[config.mk]
export PLATFORM = sky130hd
export DESIGN_NAME = cam_particle_filter_flat
export DESIGN_NICKNAME = d
export VERILOG_FILES = /design/src/rtl/cam_fx_pkg.sv /design/src/rtl/cam_particle_filter_if.sv /design/src/rtl/cam_fx_lfsr.sv /design/src/rtl/cam_particle_filter.sv /design/src/flat_wrapper.sv
export SDC_FILE = /design/constraint.sdc
export NUM_CORES = 1
export LEC_CHECK = 0
export BUFFER_PORTS_ARGS = -buffer_cell sky130_fd_sc_hd__buf_2
export CAP_MARGIN = 15
export CELL_PAD_IN_SITES_DETAIL_PLACEMENT = 0
export CELL_PAD_IN_SITES_GLOBAL_PLACEMENT = 1
export CORE_ASPECT_RATIO = 0.5
export CORE_MARGIN = 1.5
export CORE_UTILIZATION = 49
export CTS_BUF_LIST = sky130_fd_sc_hd__clkbuf_8 sky130_fd_sc_hd__clkbuf_16
export CTS_CLUSTER_DIAMETER = 100
export CTS_CLUSTER_SIZE = 20
export DETAILED_ROUTE_END_ITERATION = 6
export PLACE_DENSITY = 0.79
export SYNTH_ARGS = -nofsm -noshare
export SYNTH_HDL_FRONTEND = slang
export SYNTH_SLANG_ARGS = --single-unit
export TNS_END_PERCENT = 5
[constraint.sdc]
create_clock -name clk -period 5.98 [get_ports clk]
set_input_delay 1.495 -clock clk [delete_from_list [all_inputs] [get_ports clk]]
set_output_delay 1.495 -clock clk [all_outputs]
set_load 0.005 [all_outputs]
[src/rtl/cam_fx_pkg.sv]
// Shared types, palette constants and helpers for the camera particle overlay.
package cam_fx_pkg;

  localparam int unsigned CW_MAX   = 8;
  localparam int unsigned COORD_W  = 10;
  localparam int unsigned LFSR_W   = 16;
  localparam logic [LFSR_W-1:0] LFSR_TAPS = 16'hB400;

  typedef enum logic [1:0] {
    MAPLE  = 2'd0,
    SNOW   = 2'd1,
    RAIN   = 2'd2,
    BYPASS = 2'd3
  } fx_mode_e;

  typedef enum logic [1:0] {
    ST_IDLE   = 2'd0,
    ST_UPDATE = 2'd1,
    ST_SPAWN  = 2'd2
  } upd_state_e;

  // Drift is kept as a 2-bit two's-complement step: +1, 0 or -1.
  localparam logic [1:0] DR_ZERO = 2'b00;
  localparam logic [1:0] DR_POS  = 2'b01;
  localparam logic [1:0] DR_NEG  = 2'b11;

  typedef struct packed {
    logic               active;
    logic [COORD_W-1:0] px;
    logic [COORD_W-1:0] py;
    logic [1:0]         vy;
    logic [1:0]         dr;
    logic [1:0]         pal;
  } particle_t;

  localparam logic [11:0] C_YEL  = 12'hFE0;
  localparam logic [11:0] C_ORG  = 12'hFA0;
  localparam logic [11:0] C_RED  = 12'hD40;
  localparam logic [11:0] C_SNOW = 12'hFFF;
  localparam logic [11:0] C_RAIN = 12'h8AF;

  // c*3>>2 with two guard bits so the product cannot overflow.
  function automatic logic [CW_MAX-1:0] tint34(input logic [CW_MAX-1:0] c);
    logic [CW_MAX+1:0] t;
    t = {2'b00, c} + {1'b0, c, 1'b0};
    return t[CW_MAX+1:2];
  endfunction

  // Left-align a 4-bit palette nibble in a CW_MAX-wide channel.
  function automatic logic [CW_MAX-1:0] pal_chan(input logic [3:0] n);
    return {n, (CW_MAX-4)'(0)};
  endfunction

endpackage

[src/rtl/cam_particle_filter_if.sv]
// Pixel-stream bus: camera timing/pixel in, composited pixel and slot count out.
interface cam_particle_filter_if #(
  parameter int unsigned COLOR_W = 4,
  parameter int unsigned CNT_W   = 4
);
  import cam_fx_pkg::*;

  logic               v_sync;
  logic               DE;
  logic [COORD_W-1:0] x;
  logic [COORD_W-1:0] y;
  logic [COLOR_W-1:0] cam_r;
  logic [COLOR_W-1:0] cam_g;
  logic [COLOR_W-1:0] cam_b;
  logic [1:0]         mode;
  logic               enable;
  logic [COLOR_W-1:0] out_r;
  logic [COLOR_W-1:0] out_g;
  logic [COLOR_W-1:0] out_b;
  logic               out_de;
  logic [CNT_W-1:0]   active_cnt;

  modport master (
    output v_sync, DE, x, y, cam_r, cam_g, cam_b, mode, enable,
    input  out_r, out_g, out_b, out_de, active_cnt
  );

  modport slave (
    input  v_sync, DE, x, y, cam_r, cam_g, cam_b, mode, enable,
    output out_r, out_g, out_b, out_de, active_cnt
  );

endinterface

[src/rtl/cam_fx_lfsr.sv]
// 16-bit Galois LFSR (taps 16,14,13,11) advancing every cycle from a non-zero seed.
module cam_fx_lfsr
  import cam_fx_pkg::*;
#(
  parameter logic [LFSR_W-1:0] SEED = 16'hACE1
) (
  input  logic              clk,
  input  logic              reset,
  output logic [LFSR_W-1:0] lfsr_o
);

  logic [LFSR_W-1:0] lfsr_q, lfsr_d;

  always_comb begin
    lfsr_d = {1'b0, lfsr_q[LFSR_W-1:1]} ^ (lfsr_q[0] ? LFSR_TAPS : '0);
  end

  always_ff @(posedge clk) begin
    if (reset) lfsr_q <= SEED;
    else       lfsr_q <= lfsr_d;
  end

  assign lfsr_o = lfsr_q;

endmodule

[src/rtl/cam_particle_filter.sv]
// Camera particle overlay: per-frame slot update FSM, priority hit test and a
// 2-stage render pipeline compositing particles over a mode-tinted background.
module cam_particle_filter
  import cam_fx_pkg::*;
#(
  parameter int unsigned N_PART       = 8,
  parameter int unsigned COLOR_W      = 4,
  parameter int unsigned H_ACT        = 640,
  parameter int unsigned V_ACT        = 480,
  parameter int unsigned SIZE_LOG2    = 3,
  parameter int unsigned SPAWN_THRESH = 6,
  parameter logic [15:0] LFSR_SEED    = 16'hACE1
) (
  input  logic clk,
  input  logic reset,
  cam_particle_filter_if.slave bus
);

  localparam int unsigned IDX_W     = (N_PART > 1) ? $clog2(N_PART) : 1;
  localparam int unsigned CNT_W     = $clog2(N_PART + 1);
  localparam int unsigned PSIZE     = 1 << SIZE_LOG2;
  localparam int unsigned RAIN_H    = PSIZE * 2;
  localparam int unsigned SPAWN_LIM = H_ACT - PSIZE;

  particle_t         slot_q [N_PART];
  particle_t         slot_d [N_PART];
  upd_state_e        state_q, state_d;
  logic [IDX_W-1:0]  idx_q, idx_d;
  fx_mode_e          mode_q, mode_d;
  logic              vs_q;
  logic [CNT_W-1:0]  cnt_q, cnt_d;
  logic [LFSR_W-1:0] lfsr;
  logic              vs_rise;

  cam_fx_lfsr #(.SEED(LFSR_SEED)) u_lfsr (
    .clk    (clk),
    .reset  (reset),
    .lfsr_o (lfsr)
  );

  assign vs_rise = bus.v_sync & ~vs_q;

  // Per-frame motion of the slot currently addressed by the update sweep.
  particle_t   cur_slot, upd_slot;
  logic [10:0] upd_py;
  always_comb begin
    cur_slot        = slot_q[idx_q];
    upd_slot        = cur_slot;
    upd_py          = 11'(cur_slot.py) + 11'(cur_slot.vy) + 11'd1;
    upd_slot.py     = upd_py[9:0];
    upd_slot.active = (upd_py < 11'(V_ACT));
    case (cur_slot.dr)
      DR_POS:  upd_slot.px = (cur_slot.px == 10'(H_ACT - 1)) ? '0 : cur_slot.px + 10'd1;
      DR_NEG:  upd_slot.px = (cur_slot.px == '0) ? 10'(H_ACT - 1) : cur_slot.px - 10'd1;
      default: upd_slot.px = cur_slot.px;
    endcase
  end

  // Spawn candidate: lowest free slot, attributes drawn from the LFSR.
  logic             spawn_go;
  logic             free_found;
  logic [IDX_W-1:0] free_idx;
  particle_t        new_slot;
  always_comb begin
    spawn_go   = ({1'b0, lfsr[3:0]} < 5'(SPAWN_THRESH));
    free_found = 1'b0;
    free_idx   = '0;
    for (int i = int'(N_PART) - 1; i >= 0; i--) begin
      if (!slot_q[i].active) begin
        free_found = 1'b1;
        free_idx   = IDX_W'(i);
      end
    end
    new_slot.active = 1'b1;
    new_slot.py     = '0;
    new_slot.px     = (lfsr[9:0] < 10'(SPAWN_LIM)) ? lfsr[9:0] : lfsr[9:0] - 10'd512;
    new_slot.vy     = lfsr[11:10];
    case (lfsr[13:12])
      2'd1:    new_slot.dr = DR_POS;
      2'd2:    new_slot.dr = DR_NEG;
      default: new_slot.dr = DR_ZERO;
    endcase
    new_slot.pal = lfsr[15:14];
  end

  // Frame sequencer: IDLE -> UPDATE (one slot per cycle) -> SPAWN -> IDLE.
  always_comb begin
    state_d = state_q;
    idx_d   = idx_q;
    mode_d  = mode_q;
    slot_d  = slot_q;
    case (state_q)
      ST_IDLE: begin
        if (vs_rise) begin
          mode_d  = fx_mode_e'(bus.mode);
          idx_d   = '0;
          state_d = ST_UPDATE;
        end
      end
      ST_UPDATE: begin
        if (bus.enable && cur_slot.active) slot_d[idx_q] = upd_slot;
        if (idx_q == IDX_W'(N_PART - 1)) state_d = ST_SPAWN;
        else                             idx_d   = idx_q + IDX_W'(1);
      end
      ST_SPAWN: begin
        if (bus.enable && spawn_go && free_found) slot_d[free_idx] = new_slot;
        state_d = ST_IDLE;
      end
      default: state_d = ST_IDLE;
    endcase
  end

  always_comb begin
    cnt_d = '0;
    for (int i = 0; i < int'(N_PART); i++) cnt_d = cnt_d + CNT_W'(slot_q[i].active);
  end

  always_ff @(posedge clk) begin
    if (reset) begin
      state_q <= ST_IDLE;
      idx_q   <= '0;
      mode_q  <= MAPLE;
      vs_q    <= 1'b0;
      cnt_q   <= '0;
      for (int i = 0; i < int'(N_PART); i++) slot_q[i] <= '0;
    end else begin
      state_q <= state_d;
      idx_q   <= idx_d;
      mode_q  <= mode_d;
      vs_q    <= bus.v_sync;
      cnt_q   <= cnt_d;
      slot_q  <= slot_d;
    end
  end

  function automatic logic in_span(input logic [9:0] pos, input logic [9:0] org,
                                   input int unsigned len);
    return (11'(pos) >= 11'(org)) && (11'(pos) < 11'(org) + 11'(len));
  endfunction

  // Hit test; scanning downward lets the lowest active index win.
  logic       hit_c;
  logic [1:0] hit_pal_c;
  always_comb begin
    hit_c     = 1'b0;
    hit_pal_c = '0;
    for (int i = int'(N_PART) - 1; i >= 0; i--) begin
      if (slot_q[i].active &&
          ((mode_q == RAIN) ? ((bus.x == slot_q[i].px) && in_span(bus.y, slot_q[i].py, RAIN_H))
                            : (in_span(bus.x, slot_q[i].px, PSIZE) &&
                               in_span(bus.y, slot_q[i].py, PSIZE)))) begin
        hit_c     = 1'b1;
        hit_pal_c = slot_q[i].pal;
      end
    end
  end

  logic               s1_de_q, s1_hit_q;
  logic [1:0]         s1_pal_q;
  fx_mode_e           s1_mode_q;
  logic [COLOR_W-1:0] s1_r_q, s1_g_q, s1_b_q;
  logic [COLOR_W-1:0] out_r_q, out_g_q, out_b_q, out_r_d, out_g_d, out_b_d;
  logic               out_de_q;
  logic [11:0]        pcol;
  logic [CW_MAX-1:0]  tr, tg, tb, pr, pg, pb;
  logic               unused_c;

  // Stage-2 colour select: bypass, particle or tinted background.
  always_comb begin
    case (s1_mode_q)
      MAPLE:   pcol = (s1_pal_q == 2'd0) ? C_YEL : (s1_pal_q == 2'd1) ? C_ORG : C_RED;
      SNOW:    pcol = C_SNOW;
      default: pcol = C_RAIN;
    endcase
    tr      = tint34(CW_MAX'(s1_r_q));
    tg      = tint34(CW_MAX'(s1_g_q));
    tb      = tint34(CW_MAX'(s1_b_q));
    pr      = pal_chan(pcol[11:8]);
    pg      = pal_chan(pcol[7:4]);
    pb      = pal_chan(pcol[3:0]);
    out_r_d = '0;
    out_g_d = '0;
    out_b_d = '0;
    if (s1_de_q) begin
      if (s1_mode_q == BYPASS) begin
        out_r_d = s1_r_q;
        out_g_d = s1_g_q;
        out_b_d = s1_b_q;
      end else if (s1_hit_q) begin
        out_r_d = pr[CW_MAX-1 -: COLOR_W];
        out_g_d = pg[CW_MAX-1 -: COLOR_W];
        out_b_d = pb[CW_MAX-1 -: COLOR_W];
      end else begin
        out_r_d = (s1_mode_q == MAPLE) ? s1_r_q : tr[COLOR_W-1:0];
        out_g_d = (s1_mode_q == SNOW)  ? s1_g_q : tg[COLOR_W-1:0];
        out_b_d = (s1_mode_q == SNOW)  ? s1_b_q : tb[COLOR_W-1:0];
      end
    end
  end

  assign unused_c = ^{tr, tg, tb, pr, pg, pb};

  always_ff @(posedge clk) begin
    if (reset) begin
      s1_de_q   <= 1'b0;
      s1_hit_q  <= 1'b0;
      s1_pal_q  <= '0;
      s1_mode_q <= MAPLE;
      s1_r_q    <= '0;
      s1_g_q    <= '0;
      s1_b_q    <= '0;
      out_r_q   <= '0;
      out_g_q   <= '0;
      out_b_q   <= '0;
      out_de_q  <= 1'b0;
    end else begin
      s1_de_q   <= bus.DE;
      s1_hit_q  <= hit_c;
      s1_pal_q  <= hit_pal_c;
      s1_mode_q <= mode_q;
      s1_r_q    <= bus.cam_r;
      s1_g_q    <= bus.cam_g;
      s1_b_q    <= bus.cam_b;
      out_r_q   <= out_r_d;
      out_g_q   <= out_g_d;
      out_b_q   <= out_b_d;
      out_de_q  <= s1_de_q;
    end
  end

  assign bus.out_r      = out_r_q;
  assign bus.out_g      = out_g_q;
  assign bus.out_b      = out_b_q;
  assign bus.out_de     = out_de_q;
  assign bus.active_cnt = cnt_q;

endmodule

[src/flat_wrapper.sv]
// flat-port wrapper written by rule: the top's interface ports become plain ports
module cam_particle_filter_flat import cam_fx_pkg::*;
#(
  parameter int unsigned N_PART       = 8,
  parameter int unsigned COLOR_W      = 4,
  parameter int unsigned H_ACT        = 640,
  parameter int unsigned V_ACT        = 480,
  parameter int unsigned SIZE_LOG2    = 3,
  parameter int unsigned SPAWN_THRESH = 6,
  parameter logic [15:0] LFSR_SEED    = 16'hACE1
)
  (clk, reset, bus_v_sync, bus_DE, bus_x, bus_y, bus_cam_r, bus_cam_g, bus_cam_b, bus_mode, bus_enable, bus_out_r, bus_out_g, bus_out_b, bus_out_de, bus_active_cnt);
  cam_particle_filter_if #(.COLOR_W(COLOR_W), .CNT_W((4))) bus_i ();
  input  logic clk;
  input  logic reset;
  input wire logic [$bits(bus_i.v_sync)-1:0] bus_v_sync;
  input wire logic [$bits(bus_i.DE)-1:0] bus_DE;
  input wire logic [$bits(bus_i.x)-1:0] bus_x;
  input wire logic [$bits(bus_i.y)-1:0] bus_y;
  input wire logic [$bits(bus_i.cam_r)-1:0] bus_cam_r;
  input wire logic [$bits(bus_i.cam_g)-1:0] bus_cam_g;
  input wire logic [$bits(bus_i.cam_b)-1:0] bus_cam_b;
  input wire logic [$bits(bus_i.mode)-1:0] bus_mode;
  input wire logic [$bits(bus_i.enable)-1:0] bus_enable;
  output wire logic [$bits(bus_i.out_r)-1:0] bus_out_r;
  output wire logic [$bits(bus_i.out_g)-1:0] bus_out_g;
  output wire logic [$bits(bus_i.out_b)-1:0] bus_out_b;
  output wire logic [$bits(bus_i.out_de)-1:0] bus_out_de;
  output wire logic [$bits(bus_i.active_cnt)-1:0] bus_active_cnt;
  assign bus_i.v_sync = bus_v_sync;
  assign bus_i.DE = bus_DE;
  assign bus_i.x = bus_x;
  assign bus_i.y = bus_y;
  assign bus_i.cam_r = bus_cam_r;
  assign bus_i.cam_g = bus_cam_g;
  assign bus_i.cam_b = bus_cam_b;
  assign bus_i.mode = bus_mode;
  assign bus_i.enable = bus_enable;
  assign bus_out_r = bus_i.out_r;
  assign bus_out_g = bus_i.out_g;
  assign bus_out_b = bus_i.out_b;
  assign bus_out_de = bus_i.out_de;
  assign bus_active_cnt = bus_i.active_cnt;
  cam_particle_filter #(.N_PART(N_PART), .COLOR_W(COLOR_W), .H_ACT(H_ACT), .V_ACT(V_ACT), .SIZE_LOG2(SIZE_LOG2), .SPAWN_THRESH(SPAWN_THRESH), .LFSR_SEED(LFSR_SEED)) u_core (.clk(clk), .reset(reset), .bus(bus_i));
endmodule
==> results of run 1 <==
## flip-flops by register name, summed over array words and instances, names as in the netlist
| signal | count |
|---|---|
| u_core.slot_q | 216 |
| u_core.u_lfsr.lfsr_o | 16 |
| u_core.bus.active_cnt | 4 |
| u_core.bus.out_b | 4 |
| u_core.bus.out_g | 4 |
| u_core.bus.out_r | 4 |
| u_core.s1_b_q | 4 |
| u_core.s1_g_q | 4 |
| u_core.s1_r_q | 4 |
| u_core.idx_q | 3 |
| u_core.mode_q | 2 |
| u_core.s1_mode_q | 2 |
| u_core.s1_pal_q | 2 |
| u_core.state_q | 2 |
| u_core.bus.out_de | 1 |
| u_core.s1_de_q | 1 |
| u_core.s1_hit_q | 1 |
| u_core.vs_q | 1 |
## tightest hold or removal path, cell delays in order (launching register included)
cell	delay (ns)
dfxtp_1	0.32
nand2_1	0.05
a21oi_1	0.05
## routing by layer
metal / wire, µm / GRT usage [%] / vias up
li1: - / - / 10730
met5: 0 / 0 / -
met4: 4700 / 14.60 / 0
met3: 11490 / 10.16 / 263
met2: 37780 / 52.97 / 1298
met1: 42480 / 53.75 / 11240
## through the flow
step	total power, mW	cells	cell area (µm²)	utilization (%)
floorplan	2.283	2925	23890	-
global placement	2.514	3532	24910	52.43
detailed placement	2.520	3532	24910	52.43
CTS	3.724	3553	25360	53.38
global route	3.861	3554	25360	53.38
finish	3.746	3555	25360	53.39
## cell usage after synthesis, types with 8 or more instances
master and instances:
ha_1 366, nor2_1 295, dfxtp_1 275, inv_1 224, a21oi_1 177, nand2_1 171, nand3_1 126, xnor2_1 126
clkbuf_1 115, a211oi_1 99, a221oi_1 87, o21ai_0 83, nor3_1 79, a31oi_1 63, nor2b_1 51, mux2i_1 38
nand2b_1 36, a22oi_1 32, a21o_1 31, nand4_1 31, o21a_1 30, and3_1 22, o211ai_1 21, mux4_2 18
buf_2 17, nor4_1 14, o22ai_1 13, or3_1 13, o2111ai_1 12, o221ai_1 12, buf_1 11, nor3b_1 11
o32ai_1 11, a221oi_2 10, a2111oi_0 9, or2_2 9, xor2_1 9, a211oi_2 8, fa_1 8, nand3b_1 8
or4_1 8
## cell type report
type	instances	area, µm²	area share, %
Multi-Input combinational cell	2267	16890	66.59
Sequential cell	275	5514	21.74
Timing Repair Buffer	126	855.8	3.374
Inverter	226	848.3	3.345
Tap cell	638	798.3	3.148
Clock buffer	18	439.2	1.732
Clock inverter	3	12.51	0.04933
Antenna cell	2	5.005	0.01973
## path summary, 6_finish.rpt
check               startpoint                 end  slack [ns]
max            u_core.idx_q[1]  u_core.slot_q[161]        1.28
min          u_core.slot_q[85]   u_core.slot_q[85]        0.46
max reg2reg    u_core.idx_q[1]  u_core.slot_q[161]        1.28
min reg2reg  u_core.slot_q[85]   u_core.slot_q[85]        0.46
## where the power goes
group          internal [mW]  switching [mW]
Sequential              1.85          0.0396
Combinational          0.214           0.400
Clock                  0.529           0.716
Total                   2.59            1.16
## logic make-up after synthesis
family / synth area share, %
compound gates: 23.27
xor+xnor: 5.018
fa+ha+maj: 19.84
buf+inv: 6.417
flops: 23.05
mux: 3.782
simple gates: 18.63
==> summary by stage, run 1 <==
Setup path
On the critical path the largest part of the delay comes from compound AO/OA/AOI/OAI gates. The critical path is of the reg2reg type. The signal arrival time at the worst endpoint is 5.07 ns.

The sort of element at the start of the critical path is a register. Walking the worst path, the cells encountered are nor2b_1 -> a22oi_1 -> nor2_1 -> a211oi_1 -> inv_1 -> ha_1 -> a21oi_1 -> nor4_1 -> xnor2_1 -> nand2_1 -> o31ai_2 -> a221oi_1. The number of buffer and inverter instances along the worst setup path is 1. The highest cell delay on the worst timing path is 0.86 ns.

The kind of end point of the critical path is a register. Of all nets on the critical path, the largest fanout is 39. For the worst flop-to-flop path, the logic depth is 12. The required arrival time at the worst endpoint is approximately 6.4 ns. For this design, the slowest cell found on the critical path is dfxtp_4. In this run the number of cells on the critical path is 12.

Place
Summed over all nets, the half-perimeter wirelength after detailed placement is between 70 and 80 mm. The worst setup timing slack at the placement stage is about 1.3 ns. The number of I/O port buffers is 55. The routability-driven placement congestion ratio is 1.027.

STA
The worst slew margin relative to its limit is 20.71%. The final critical-path share of the clock period is roughly four fifths. Setup slack on the critical path of the routed design comes to 1.278 ns. Setup repair after global routing left no endpoint under its margin. For the final database, setup skew stands at 0.02852 ns.

The number of endpoints failing setup at the final stage is 0. The final worst hold slack is between 0.4 and 0.5 ns. The clock period could shrink to approximately 4.7 ns.

The number of pins exceeding their max-slew limit in the final report is 0. For the pin with the worst max-slew slack, the measured transition is 1.186 ns. The final total negative setup slack is 0 ns. The maximum clock rate is ~0.21 GHz. The number of failing hold endpoints at the final stage is 0.

Route
The final wirelength is roughly 96 mm. The first-iteration detailed-routing DRC count is roughly 3000. Across all layers, the routed design uses ~24000 vias. The number of nets with antenna violations after routing is 0.

For this run, the detailed router's first-pass iteration total came to 6. After detailed routing, the average wire length per cell comes to between 20 and 30 µm. Using the TritonRoute via totals, the vias-per-cell ratio works out to about 6.6.

The number of remaining DRC errors is 0.

Min path
The path class of the tightest hold or removal check is reg2reg. The worst hold path passes through 2 cells.

Clock network
The number of instances resized during post-cts repair is 0. The tree is rooted in a clkbuf_16. The clock latency reported for the late side of the worst-skew pair is about 0.54 ns. Clock-pin slew was measured on the worst setup and hold paths at 0.09 ns.

The H-tree depth reported by CTS is 1. In this run, CTS created clock tree buffers numbering 17. The TritonCTS clock tree is yes. Counting every sink on the clock net gives roughly 280. Counting along the longest clock path gives a buffer depth of 3. The post-cts hold buffer count is 0. The count of buffers added by post-CTS timing repair for setup is 0.

Floorplanning
The initial standard-cell utilization of the core is between 50 and 60%. The die covers 50160 µm². The die span in x is 315.2 µm. The top-level I/O count is 56. The region available for standard cell placement spans between 40000 and 50000 µm². The number of rows in the core area is 56. The floorplan step set the die height to between 150 and 200 µm.

Finish
The post-layout net count is 3326. The share of final-layout standard cells stronger than drive strength 1 is under 10%. The leading cell type in the layout, fill and taps excluded is ha_1. In the layout the commonest cells are ha_1, nor2_1, dfxtp_1. The relative area change from synthesis to final layout is 6.176%. The total of fill cells in the finished design is about 4600.

Power
For this design the static power due to leakage is 9.238 nW. In this run the power density over the cells is approximately 150 nW/µm². The largest voltage drop on the vdd net is 0.1753 mV.

Logic synthesis
The most used flip-flop cell after synthesis is dfxtp_1. The number of nets handed over by synthesis was 3338. Of the synthesized area, sequential elements account for 23.05%. In the post-synthesis netlist, the biggest area contributors are dfxtp_1, ha_1, nor2_1, xnor2_1, a21oi_1. The warning count from the yosys run is 0.

The post-synthesis instance area is around 24000 µm². Counting distinct cell types in the post-synthesis netlist gives 110. The synthesized area per cell is between 8 and 9 µm². The biggest area contributor in the post-synthesis netlist is dfxtp_1.

The count of mapped cells out of synthesis is approximately 2900. The post-synthesis async set-or-reset flop share is 0%. The flop and latch count out of synthesis is roughly 280.

The number of enable flip-flop cells after synthesis is 0. The proportion of netlist area held by the largest area contributor is between 20% and 30%.

Global route
The number of antenna violations at the first check in global routing is 4. The global-route congestion overflow total is 0. Entering global routing, the biggest net connects between 100 and 150 pins. The first global-routing pass estimated between 100 and 150 mm of wire.

The total global-route track usage is 37.57%. The via count of the first global-routing pass is 21520.

Run
Max-cap violations in this run came to 0.

Run status
The run finished with clean final reports.
No activity file was read; power rests on OpenSTA's default activity.
==> inputs of run 2 (changes only) <==
--- a/config.mk
+++ b/config.mk
@@ -5,18 +5,19 @@
 export SDC_FILE = /design/constraint.sdc
 export NUM_CORES = 1
 export LEC_CHECK = 0
+export ABC_AREA = 1
 export BUFFER_PORTS_ARGS = -buffer_cell sky130_fd_sc_hd__buf_2
 export CAP_MARGIN = 15
 export CELL_PAD_IN_SITES_DETAIL_PLACEMENT = 0
 export CELL_PAD_IN_SITES_GLOBAL_PLACEMENT = 1
 export CORE_ASPECT_RATIO = 0.5
 export CORE_MARGIN = 1.5
-export CORE_UTILIZATION = 49
+export CORE_UTILIZATION = 43
 export CTS_BUF_LIST = sky130_fd_sc_hd__clkbuf_8 sky130_fd_sc_hd__clkbuf_16
 export CTS_CLUSTER_DIAMETER = 100
 export CTS_CLUSTER_SIZE = 20
 export DETAILED_ROUTE_END_ITERATION = 6
-export PLACE_DENSITY = 0.79
+export PLACE_DENSITY = 0.76
 export SYNTH_ARGS = -nofsm -noshare
 export SYNTH_HDL_FRONTEND = slang
 export SYNTH_SLANG_ARGS = --single-unit
==> constraint.sdc (replaced) <==
create_clock -name clk -period 3.75 [get_ports clk]
set_input_delay 0.9375 -clock clk [delete_from_list [all_inputs] [get_ports clk]]
set_output_delay 0.9375 -clock clk [all_outputs]
set_load 0.005 [all_outputs]
==> run 2 against run 1 <==
The flow now finishes with violations (design-rule violations). Combinational power grew 90%. Synthesized area grew 0.93%. Die area grew 15%. Non-clock buffer count grew 33. Utilization shrank 6.4 points. Highest routed layer unchanged.
==> summary by stage, run 2 <==
Floorplanning
The placeable core region is around 55000 µm². The floorplan step set the die width to approximately 340 µm. Once the floorplan was initialized, standard cells occupied a little over two fifths of the core. The number of rows in the core area is 61. In this run the count of I/O pins placed on the die edge is between 50 and 60. The floorplan step defined a die boundary enclosing 57580 µm². The die height is about 170 µm.

Route
The average via count per standard cell is ~5.7. The final wirelength is 95.28 mm. After detailed routing, the average wire length per cell comes to between 20 and 25 µm. The number of remaining DRC errors is 4. The via count of the routed design is ~25000. The first-iteration detailed-routing DRC count is approximately 2800.

The first TritonRoute pass finished after 7 iterations. The number of nets with antenna violations after routing is 0.

Power
For this design the total switching power over the nets is between 1.5 and 2 mW. Combinational logic is responsible for a little under a fifth of the overall power. The design internal power is ~4.2 mW.

The switching share of power is 31.81%. The power share of the clock group is approximately a third. The sequential group share of total power is about half. Power spread over the standard cell area amounts to around 240 nW/µm². The leakage power is around 11 nW. Overall power consumption after layout is estimated at just over 6 mW. The largest voltage drop on the vdd net is approximately 0.23 mV.

Clock network
No sink is reached through more buffers than the 3 on the longest clock path. TritonCTS built the clock tree. CTS built an H-tree with a depth of 1. The number of instances resized during post-cts repair is 0. Once the clock tree was built, the setup fixing pass inserted 0 buffers.

CTS placed an instance of clkbuf_16 at the clock tree root. The clock sink count is between 200 and 300. The clock reaches the later pin of the worst-skew pair after around 0.55 ns. After clock tree synthesis, the clock-pin slew on the worst setup and hold paths is ~0.090 ns. The number of buffers created by CTS is 17. The post-cts hold buffer count is 0.

STA
After layout, the worst path uses 95.43% of the clock period. The worst slew margin relative to its limit is 20.26%. Derived from the worst setup path, the maximum achievable clock frequency is 0.2794 GHz. Summed over all failing endpoints, the final setup total negative slack is 0 ns. The number of pins exceeding their max-slew limit in the final report is 0. The worst setup slack after layout is about 0.17 ns.

The final worst clock skew is between 0.015 and 0.02 ns. The number of failing hold endpoints at the final stage was 0. Setup repair after global routing left no endpoint under its margin. The number of endpoints failing setup at the final stage is 0.

The worst path in the final design needs a cycle of 3.579 ns, including I/O delays and setup. For the pin with the worst max-slew slack, the measured transition is roughly 1.2 ns. The final worst hold slack is approximately 0.43 ns.

Logic synthesis
Counting flops and latches in the post-synthesis netlist gives ~280. The proportion of netlist area held by the largest area contributor is roughly 23%. Synthesis handed over a netlist of about 3500 instances. The most used flip-flop cell after synthesis is dfxtp_1. The count of unique library cells instantiated by Yosys is 63. The most repeated cell in the gate-level netlist after synthesis is nand2_1.

The post-synthesis instance area is 24110 µm². The post-synthesis async set-or-reset flop share is 0%. The number of enable flip-flop cells after synthesis is 0.

The synthesized area per cell is ~6.8 µm². Sorting the synthesized cells by area gives the leading types as dfxtp_1, ha_1, nand2_1, a21oi_1, inv_1. Synthesis produced a netlist with a net count of approximately 3900. The sequential fraction of the synthesis area is a little under a quarter. The biggest area contributor in the post-synthesis netlist is dfxtp_1.

The commonest cells after synthesis are nand2_1, a21oi_1, inv_1. The warning count from the yosys run is 0.

Place
The number of placed instances with taps included is approximately 4300. The number of I/O port buffers is 55. The placed wire-length estimate after detailed placement is between 70 and 80 mm.

Routability-driven placement finished with a final weighted congestion of just over 1. Prior to clock tree synthesis, the placed netlist has a worst setup slack of approximately 0.19 ns. Once placement finished, the instance area stood at roughly 26000 µm².

Finish
The library cell used most frequently in the layout, excluding fill and tap cells, is nand2_1. The post-layout net count is approximately 4000. The number of antenna diodes in the final layout is 0. The end-of-flow core utilization is around 47%.

The register with the highest flop count is u_core.slot_q. Compared with the post-synthesis result, the final layout area differs by 8.226%. Once layout is done, the placed cells without fillers occupy about 26000 µm².

The share of final-layout standard cells stronger than drive strength 1 is about 7.3%. The total of fill cells in the finished design is just under 6000. The final standard cell count with taps included and fillers excluded is about 4300. The number of flip-flops in the largest register is 216.

In the layout the commonest cells are nand2_1, a21oi_1, inv_1.

Setup path
STA classifies the critical path startpoint as a register. At the worst endpoint, the arrival time is 4.02 ns. The largest fanout of any net on the critical path is 23.

The critical register-to-register path endpoint is u_core.slot_q[74]. STA classifies the critical path endpoint as a register. For flop-to-flop paths, the worst setup slack is ~0.17 ns.

In this run the critical register-to-register path is launched from u_core.idx_q[2]. The critical path goes through inv_1 -> nor2_2 -> nand2_2 -> inv_2 -> buf_4 -> a221oi_1 -> nand2_1 -> nand2_1 -> nand2_1 -> nand2_2 -> a21oi_2 -> inv_1 -> buf_4 -> a21oi_1 -> a21oi_1. The startpoint-to-endpoint class of the critical path is reg2reg. For this design, the slowest cell found on the critical path is a21oi_2. The most numerous cell type found on the critical path is nand2_1. The required arrival time at the worst endpoint is 4.20 ns. The worst reg2reg path depth is 15. On the worst path, the slowest cell contributes a delay of slightly below 1 ns.

Global route
The total global-route track usage is 32.68%. The global-route wire length before repair is between 100 and 150 mm. After global routing the overflow that remains totals 0.

The number of antenna violations at the first check in global routing was 3. The via count of the first global-routing pass is between 20000 and 25000. Entering global routing, the biggest net connects roughly 140 pins.

Min path
In this run the worst hold path is classified as reg2reg. The worst hold path cell count is 2. The critical hold path startpoint is u_core.u_lfsr.lfsr_o[12].

The worst hold path endpoint is u_core.u_lfsr.lfsr_o[11].

Run
The max-capacitance violation count is 0.

Run status
The checks that failed: design-rule violations. The run finished, with violations left.
[run 2: cell types whose count changed after synthesis, sizes merged, moves of 41 or more]
cell	previous run	this run
a221oi	98	23
mux2i	41	0
xor2	10	84
a211oi	107	13
a21oi	178	431
inv	225	441
nand4	32	80
xnor2	126	26
o21ai	87	181
o22ai	13	54
nand2	172	770
nor2b	51	1
[run 2: routing by layer]
metal  GRT usage [%]  routed length [µm]  up-vias
li1                -                   -    12030
met1           46.75               44070    11620
met2           49.70               39670     1076
met3           4.717                7860      205
met4           11.39                3687        0
met5               0                   0        -
[run 2: layout make-up]
cell class	count	area, µm²	share of cell area, %
multi-input cells	2686	16370	62.75
flip-flops and latches	275	5505	21.10
inverters	446	1678	6.431
repair buffers	159	1121	4.297
well taps	756	945.9	3.625
clock buffers	17	425.4	1.630
clock inverters	3	42.54	0.1630
[run 2: power groups by stage]
| stage | Combinational [mW] | Clock [mW] | Sequential, mW |
|---|---|---|---|
| floorplan | 0.704 | 0 | 3.03 |
| global placement | 1.13 | 0 | 3.07 |
| detailed placement | 1.14 | 0 | 3.07 |
| CTS | 1.14 | 2.04 | 3.00 |
| global route | 1.29 | 2.15 | 3.01 |
| finish | 1.17 | 2.02 | 3.01 |
[run 2: kinds of logic after synthesis]
group / synth area share [%]
buffers and inverters: 9.321
and+or+nand+nor: 24.68
AOI/OAI and AO/OA: 19.50
DFF: 22.84
adders and majority gates: 19.66
xor gates and xnor gates: 3.996
[run 2: how the worst max path moves through the flow]
stage                    start            endpoint
2_1_floorplan  u_core.idx_q[2]   u_core.slot_q[80]
3_3_place_gp          bus_x[6]  u_core.s1_pal_q[0]
3_5_place_dp          bus_x[6]  u_core.s1_pal_q[0]
4_1_cts        u_core.idx_q[2]  u_core.slot_q[210]
5_1_grt        u_core.idx_q[2]   u_core.slot_q[76]
6_report       u_core.idx_q[2]   u_core.slot_q[74]
[run 2: worst max-delay path: cells and delay by family, from the launching register on]
family | cells | cell delay, ns
flops | 1 | 0.49
compound gates | 4 | 1.31
buf+inv | 5 | 0.87
simple gates | 6 | 0.79
